## src/rtl/sdram_pkg.sv

```systemverilog
// Shared types and constants for the PowerPC-to-SDRAM controller.
// SDRAM_PARITY_EN widens DQ to nine bits with an even-parity bit.
package sdram_pkg;

  localparam int ROW_W = 12;
  localparam int COL_W = 9;

`ifdef SDRAM_PARITY_EN
  localparam int DQ_W = 9;
`else
  localparam int DQ_W = 8;
`endif

  typedef enum logic [3:0] {
    IDLE = 4'd0,
    ACT  = 4'd1,
    COL  = 4'd2,
    WR   = 4'd3,
    CLW  = 4'd4,
    PRE  = 4'd5,
    REF  = 4'd6,
    RFW  = 4'd7
  } state_e;

  // {CS,RAS,CAS,WE}, all active-high
  typedef logic [3:0] cmd_t;

  localparam cmd_t CMD_NOP      = 4'b0000;
  localparam cmd_t CMD_ACTIVATE = 4'b1100;
  localparam cmd_t CMD_READ     = 4'b1110;
  localparam cmd_t CMD_WRITE    = 4'b1111;
  localparam cmd_t CMD_REFRESH  = 4'b1010;
  localparam cmd_t CMD_WDATA    = 4'b1001;
  localparam cmd_t CMD_WAIT     = 4'b1000;

  function automatic logic even_par(input logic [0:7] d);
    return ^d;
  endfunction

endpackage

```

## src/rtl/sdram_ref_timer.sv

```systemverilog
// Free-running refresh interval timer with a sticky pending flag.
// The flag stays set until the controller enters its refresh state.
module sdram_ref_timer #(
  parameter int REF_PERIOD = 780
) (
  input  logic CLK,
  input  logic RST,
  input  logic clr,
  output logic ref_pend
);

  localparam int CW = $clog2(REF_PERIOD + 1);
  localparam logic [CW-1:0] RELOAD = CW'(REF_PERIOD - 1);

  logic [CW-1:0] cnt;

  always_ff @(posedge CLK) begin
    if (RST) begin
      cnt      <= RELOAD;
      ref_pend <= 1'b0;
    end else begin
      if (cnt == '0) cnt <= RELOAD;
      else           cnt <= cnt - 1'b1;
      ref_pend <= (cnt == '0) | (ref_pend & ~clr);
    end
  end

endmodule

```

## src/rtl/ppc_sdram_ctrl.sv

```systemverilog
// Single-beat byte access controller with periodic refresh.
// SDRAM_PARITY_EN adds DQ parity generation/check and the PERR output.
module ppc_sdram_ctrl
  import sdram_pkg::*;
#(
  parameter int T_RCD      = 2,
  parameter int CAS_LAT    = 2,
  parameter int T_RP       = 2,
  parameter int T_RFC      = 4,
  parameter int REF_PERIOD = 780
) (
  input  logic            CLK,
  input  logic            RST,
  input  logic            REQ,
  input  logic            RW,
  input  logic [0:20]     ADDR,
  input  logic [0:7]      WDATA,
  output logic [0:7]      RDATA,
  output logic            ACK,
  output logic            BUSY,
  output logic            CS,
  output logic            RAS,
  output logic            CAS,
  output logic            WE,
  output logic [0:11]     A,
  output logic [0:DQ_W-1] DQ_OUT,
  output logic            DQ_OE,
`ifdef SDRAM_PARITY_EN
  output logic            PERR,
`endif
  input  logic [0:DQ_W-1] DQ_IN
);

  localparam int CNT_W = 8;

  state_e           state, state_n;
  logic [CNT_W-1:0] cnt, cnt_n;
  logic [0:ROW_W-1] row_q;
  logic [0:COL_W-1] col_q;
  logic             rw_q;
  logic [0:7]       wd_q;

  cmd_t             cmd_n;
  logic [0:11]      a_n;
  logic [0:DQ_W-1]  dqo_n;
  logic             oe_n, ack_n, busy_n;
  logic             lat, sample, ref_clr, ref_pend;

  sdram_ref_timer #(.REF_PERIOD(REF_PERIOD)) u_ref (
    .CLK      (CLK),
    .RST      (RST),
    .clr      (ref_clr),
    .ref_pend (ref_pend)
  );

  always_comb begin
    state_n = state;
    cnt_n   = (cnt == '0) ? '0 : cnt - 1'b1;
    lat     = 1'b0;
    sample  = 1'b0;
    ref_clr = 1'b0;
    unique case (state)
      IDLE: begin
        if (ref_pend) begin
          state_n = REF;
          ref_clr = 1'b1;
        end else if (REQ) begin
          state_n = ACT;
          cnt_n   = CNT_W'(T_RCD - 1);
          lat     = 1'b1;
        end
      end
      ACT: if (cnt == '0) state_n = COL;
      COL: begin
        state_n = rw_q ? CLW : WR;
        cnt_n   = CNT_W'(CAS_LAT - 1);
      end
      WR: begin
        state_n = PRE;
        cnt_n   = CNT_W'(T_RP - 1);
      end
      CLW: begin
        if (cnt == '0) begin
          state_n = PRE;
          cnt_n   = CNT_W'(T_RP - 1);
          sample  = 1'b1;
        end
      end
      PRE: if (cnt == '0) state_n = IDLE;
      REF: begin
        state_n = RFW;
        cnt_n   = CNT_W'(T_RFC - 1);
      end
      RFW: if (cnt == '0) state_n = IDLE;
      default: state_n = IDLE;
    endcase
  end

  // outputs are decoded from the next state so they register alongside it
  always_comb begin
    cmd_n  = CMD_NOP;
    a_n    = A;
    dqo_n  = DQ_OUT;
    oe_n   = 1'b0;
    ack_n  = (state_n == PRE) && (cnt_n == '0);
    busy_n = (state_n != IDLE);
    unique case (state_n)
      ACT: begin
        cmd_n = CMD_ACTIVATE;
        a_n   = lat ? ADDR[0:11] : row_q;
      end
      COL: begin
        cmd_n = rw_q ? CMD_READ : CMD_WRITE;
        a_n   = {3'b000, col_q};
        if (!rw_q) begin
          oe_n = 1'b1;
`ifdef SDRAM_PARITY_EN
          dqo_n = {wd_q, even_par(wd_q)};
`else
          dqo_n = wd_q;
`endif
        end
      end
      WR: begin
        cmd_n = CMD_WDATA;
        oe_n  = 1'b1;
      end
      CLW:     cmd_n = CMD_WAIT;
      REF:     cmd_n = CMD_REFRESH;
      default: cmd_n = CMD_NOP;
    endcase
  end

  always_ff @(posedge CLK) begin
    if (RST) begin
      state  <= IDLE;
      cnt    <= '0;
      {CS, RAS, CAS, WE} <= CMD_NOP;
      A      <= '0;
      DQ_OUT <= '0;
      DQ_OE  <= 1'b0;
      RDATA  <= '0;
      ACK    <= 1'b0;
      BUSY   <= 1'b0;
      row_q  <= '0;
      col_q  <= '0;
      rw_q   <= 1'b0;
      wd_q   <= '0;
    end else begin
      state  <= state_n;
      cnt    <= cnt_n;
      {CS, RAS, CAS, WE} <= cmd_n;
      A      <= a_n;
      DQ_OUT <= dqo_n;
      DQ_OE  <= oe_n;
      ACK    <= ack_n;
      BUSY   <= busy_n;
      if (lat) begin
        row_q <= ADDR[0:11];
        col_q <= ADDR[12:20];
        rw_q  <= RW;
        wd_q  <= WDATA;
      end
      if (sample) RDATA <= DQ_IN[0:7];
    end
  end

`ifdef SDRAM_PARITY_EN
  logic perr_q, bad_now;

  assign bad_now = even_par(DQ_IN[0:7]) != DQ_IN[8];

  always_ff @(posedge CLK) begin
    if (RST) begin
      perr_q <= 1'b0;
      PERR   <= 1'b0;
    end else begin
      if (sample) perr_q <= bad_now;
      PERR <= ack_n & rw_q & (sample ? bad_now : perr_q);
    end
  end
`endif

endmodule
```

## config.mk

```make
export PLATFORM = sky130hd
export DESIGN_NAME = ppc_sdram_ctrl
export DESIGN_NICKNAME = d
export VERILOG_FILES = /design/src/rtl/sdram_pkg.sv /design/src/rtl/sdram_ref_timer.sv /design/src/rtl/ppc_sdram_ctrl.sv
export SDC_FILE = /design/constraint.sdc
export NUM_CORES = 1
export LEC_CHECK = 0
export CAP_MARGIN = 15
export CELL_PAD_IN_SITES_DETAIL_PLACEMENT = 1
export CELL_PAD_IN_SITES_GLOBAL_PLACEMENT = 1
export CORE_ASPECT_RATIO = 1.25
export CORE_UTILIZATION = 38
export DETAILED_ROUTE_END_ITERATION = 7
export GPL_TIMING_DRIVEN = 0
export PLACE_DENSITY_LB_ADDON = 0.1
export SYNTH_ARGS = -nofsm -noshare
export SYNTH_HDL_FRONTEND = slang
export SYNTH_SLANG_ARGS = --single-unit
```

## constraint.sdc

```tcl
create_clock -name CLK -period 2.8 [get_ports CLK]
set_clock_uncertainty 0.1 [all_clocks]
set_input_delay 0.7 -clock CLK [delete_from_list [all_inputs] [get_ports CLK]]
set_output_delay 0.7 -clock CLK [all_outputs]
set_load 0.03 [all_outputs]
```

==> flow_metrics.tcl <==
set metrics [dict create \
    final.min_clock_period_ns 2.677 \
    final_antenna_net_count 0 \
    clk_pin_slew_ns 0.06 \
    initial_core_util 0.3967 \
    cts.hold.buffers_added 0 \
    avgSynthCellArea_um2 9.033 \
    die-height_um 111.7 \
    post-synth-top-area-cell "dfxtp_1" \
    path_class "flop to flop" \
    grt_overflow_total 0 \
    gp_congestion 0.8388 \
    clkLatencyLatePin_ns 0.35 \
    drv_cap 0 \
    cts_root_buf "clkbuf_16" \
    cp_max_delay_cell "a2111oi_1" \
    timing.rr.start "state[2]" \
    ys_top_cells_by_count "dfxtp_1 (88), nand2_1 (64), nor2_1 (37)" \
    max_slew.worst_pin.slew_ns 0.6626 \
    peakVddDrop_mv 0.4352 \
    drt_iter0_drc 132 \
    vias_per_cell 5.207 \
    share_of_final_layout_standard_cells_stronger_than_drive_strength_1 0.1109 \
    status "finished, final reports clean" \
    req_time_crit_path_ns 2.93 \
    min_path_cells 1 \
    cp_top_family "compound AO/OA/AOI/OAI gates" \
    synth_area_in_adders 0.01026 \
    synthDominantCellAreaShare 0.4815 \
    synthTopCellsByArea "dfxtp_1 (48%), nand2_1 (6.6%), mux2i_1 (4.4%)" \
    totalPowerFinal_mw 3.476 \
    nets 536 \
    grt_antenna_before_repair 0 \
    area_delta_synth_final_pct 33.17 \
    die_area_um2 10030 \
    postSynthNetCount 449 \
    post-dp-hpwl_um 7177 \
    synth-simple-area-share 0.2114 \
    cpPeakStageDelay_ns 0.56 \
    postSynth.topFlopCell "dfxtp_1" \
    worstSetupEndpointType "flop" \
    r2r_path_end "ACK" \
    synth_top_family_by_area "simple AND/OR/NAND/NOR gates" \
    pin_count 76 \
    worst_hold_startpoint "u_ref.cnt[0]" \
    synth_xor_xnor_area_share 0.02633 \
    worst_hold_path_type "flop to flop" \
    async_s_r_ff_share_synth 0 \
    drc 0 \
    worst_relative_slew_slack 0.5545 \
    worst_r2r_path_depth 7 \
    cp_cell_sequence "clkbuf_1 > buf_2 > nor3_1 > a2111oi_1 > a31oi_2 > a2111o_1 > a2111oi_2" \
    synth_area_um2 3659 \
    cts-root-to-sink-buffers 2 \
    yosys_register_bits 88 \
    crit_arrival_ns 2.81 \
    tritoncts_clock_tree "yes" \
    yosys.cell_count.top_type "dfxtp_1" \
    path_buf_inv 2 \
    synth_enable_flop_cells 0 \
    rsz0062_at_grt "false" \
    portBuffers 75 \
    wirelength_um 10030 \
    first_pass_iters 4 \
    placement_rows 39 \
    power_density_nw_per_um2 713.3 \
    syn_inst 405 \
    synth.yosys.seq_area_share 0.4815 \
    fill_cells 1064 \
    synth_cell_types 50 \
    core_area_um2 9223 \
    share_of_the_synthesized_area_in_compound_gates_ao_oa_aoi_oai 0.1474 \
    finalSetupViolCount 0 \
    die_w_um 89.76 \
    final_hold_viol_count 0 \
    post_synth_mux_area_share 0.08071 \
    number_of_global_route_vias_before_repair 3234 \
    ys.warnings.count 0 \
    r2r_slack_ns 0.12 \
    via_count 3223 \
    cts.sink_count 88 \
    timing_max_transition_violations_final 0 \
    cts_inserted_buffers 9 \
    final_min_period_over_clock_period 0.9560 \
    cp-start-kind "flop" \
    antenna_cells 0 \
    power.static_leakage_nw 1.804 \
    grt_pass1_wl_um 16220 \
    timing.fmax_mhz 373.6 \
    ctsHtreeMaxLevel 3 \
    groute.usage.overall 0.2062 \
    final.setup.tns_ns 0 \
    hold_end "u_ref.cnt[0]" \
    pin_count_of_the_biggest_net_entering_global_routing 14 \
    routedWlPerCell_um 16.21 \
    worstPathMaxFanout 10 \
]
==> cell families (layout without fill, tap and decap cells) <==
kind of cell | count (synthesis) | count (layout)
buffers and inverters | 33 | 124
other | 1 | 1
flip-flops | 88 | 88
multiplexers | 28 | 28
AO/OA/AOI/OAI | 82 | 82
adder cells (fa/ha/maj) | 3 | 3
XOR/XNOR | 11 | 11
AND/OR/NAND/NOR | 159 | 159
==> stage by stage <==
stage / util / area [µm²] / hold WS, ns / worst slack [ns] / cells
after floorplan: - / 3659 / 0.2711 / 0.4697 / 405
after global placement: 0.4948 / 4563 / 0.2795 / -0.3440 / 603
after detailed placement: 0.4948 / 4563 / 0.2902 / -0.3750 / 603
after CTS: 0.5252 / 4843 / 0.3040 / 0.007218 / 618
after global routing: 0.5283 / 4872 / 0.3250 / 0.01545 / 619
final: 0.5283 / 4872 / 0.2978 / 0.1233 / 619
==> where the power goes <==
group / switching, mW / internal, mW
Clock: 0.480 / 0.642
Combinational: 0.506 / 0.409
Sequential: 0.0815 / 1.36
==> cell usage in the layout, fill, tap and decap left out, types with 10 or more instances in the layout <==
cell type and n:
nor2b_1 13, a31oi_1 10, nand2_1 64, mux2_2 12, dfxtp_1 88, clkbuf_1 17, clkdlybuf4s50_1 75, mux2i_1 16
o21ai_0 10, a21oi_1 28, nor2_1 37
==> sequential cells by signal, summed over array words and instances, names as in the netlist <==
register / flops
state: 4
u_ref.cnt: 10
A: 12
col_q: 9
DQ_OUT: 8
WE: 1
row_q: 12
RDATA: 8
ACK: 1
u_ref.ref_pend: 1
rw_q: 1
cnt: 8
DQ_OE: 1
CAS: 1
RAS: 1
CS: 1
BUSY: 1
wd_q: 8
==> timing repair <==
item	in CTS	in global routing
endpoints found under the hold margin	0	0
gates cloned	0	0
gates resized for setup	1	8
buffers inserted	0	2
pin swaps	0	1
endpoints found under the setup margin	1	17
==> final cells by class <==
type / instances / area [µm²] / share of cell area
buffer: 25 / 123.9 / 0.02542
clock buffer: 12 / 256.5 / 0.05265
clock inverter: 3 / 17.52 / 0.003595
inverter: 6 / 22.52 / 0.004622
multi-input combinational: 284 / 1765 / 0.3624
sequential: 88 / 1762 / 0.3616
tap: 123 / 153.9 / 0.03159
timing repair buffer: 78 / 770.7 / 0.1582
==> metal layers <==
| metal | wire (µm) | GRT usage |
|---|---|---|
| met4 | 233 | 0.08962 |
| met2 | 4915 | 0.3595 |
| met5 | 0 | 0 |
| met3 | 393 | 0.05328 |
| met1 | 4491 | 0.2375 |
==> worst max-delay path by stage <==
| stage | from | endpoint | slack [ns] | cells after the start |
|---|---|---|---|---|
| 2_1_floorplan | state[3] | A[3] | 0.47 | 7 |
| 3_3_place_gp | REQ | A[8] | -0.34 | 6 |
| 3_5_place_dp | REQ | A[8] | -0.37 | 6 |
| 4_1_cts | cnt[0] | A[2] | 0.007 | 8 |
| 5_1_grt | cnt[2] | A[1] | 0.02 | 7 |
| 6_report | state[2] | ACK | 0.12 | 7 |
No activity file was read; power rests on OpenSTA's default activity.
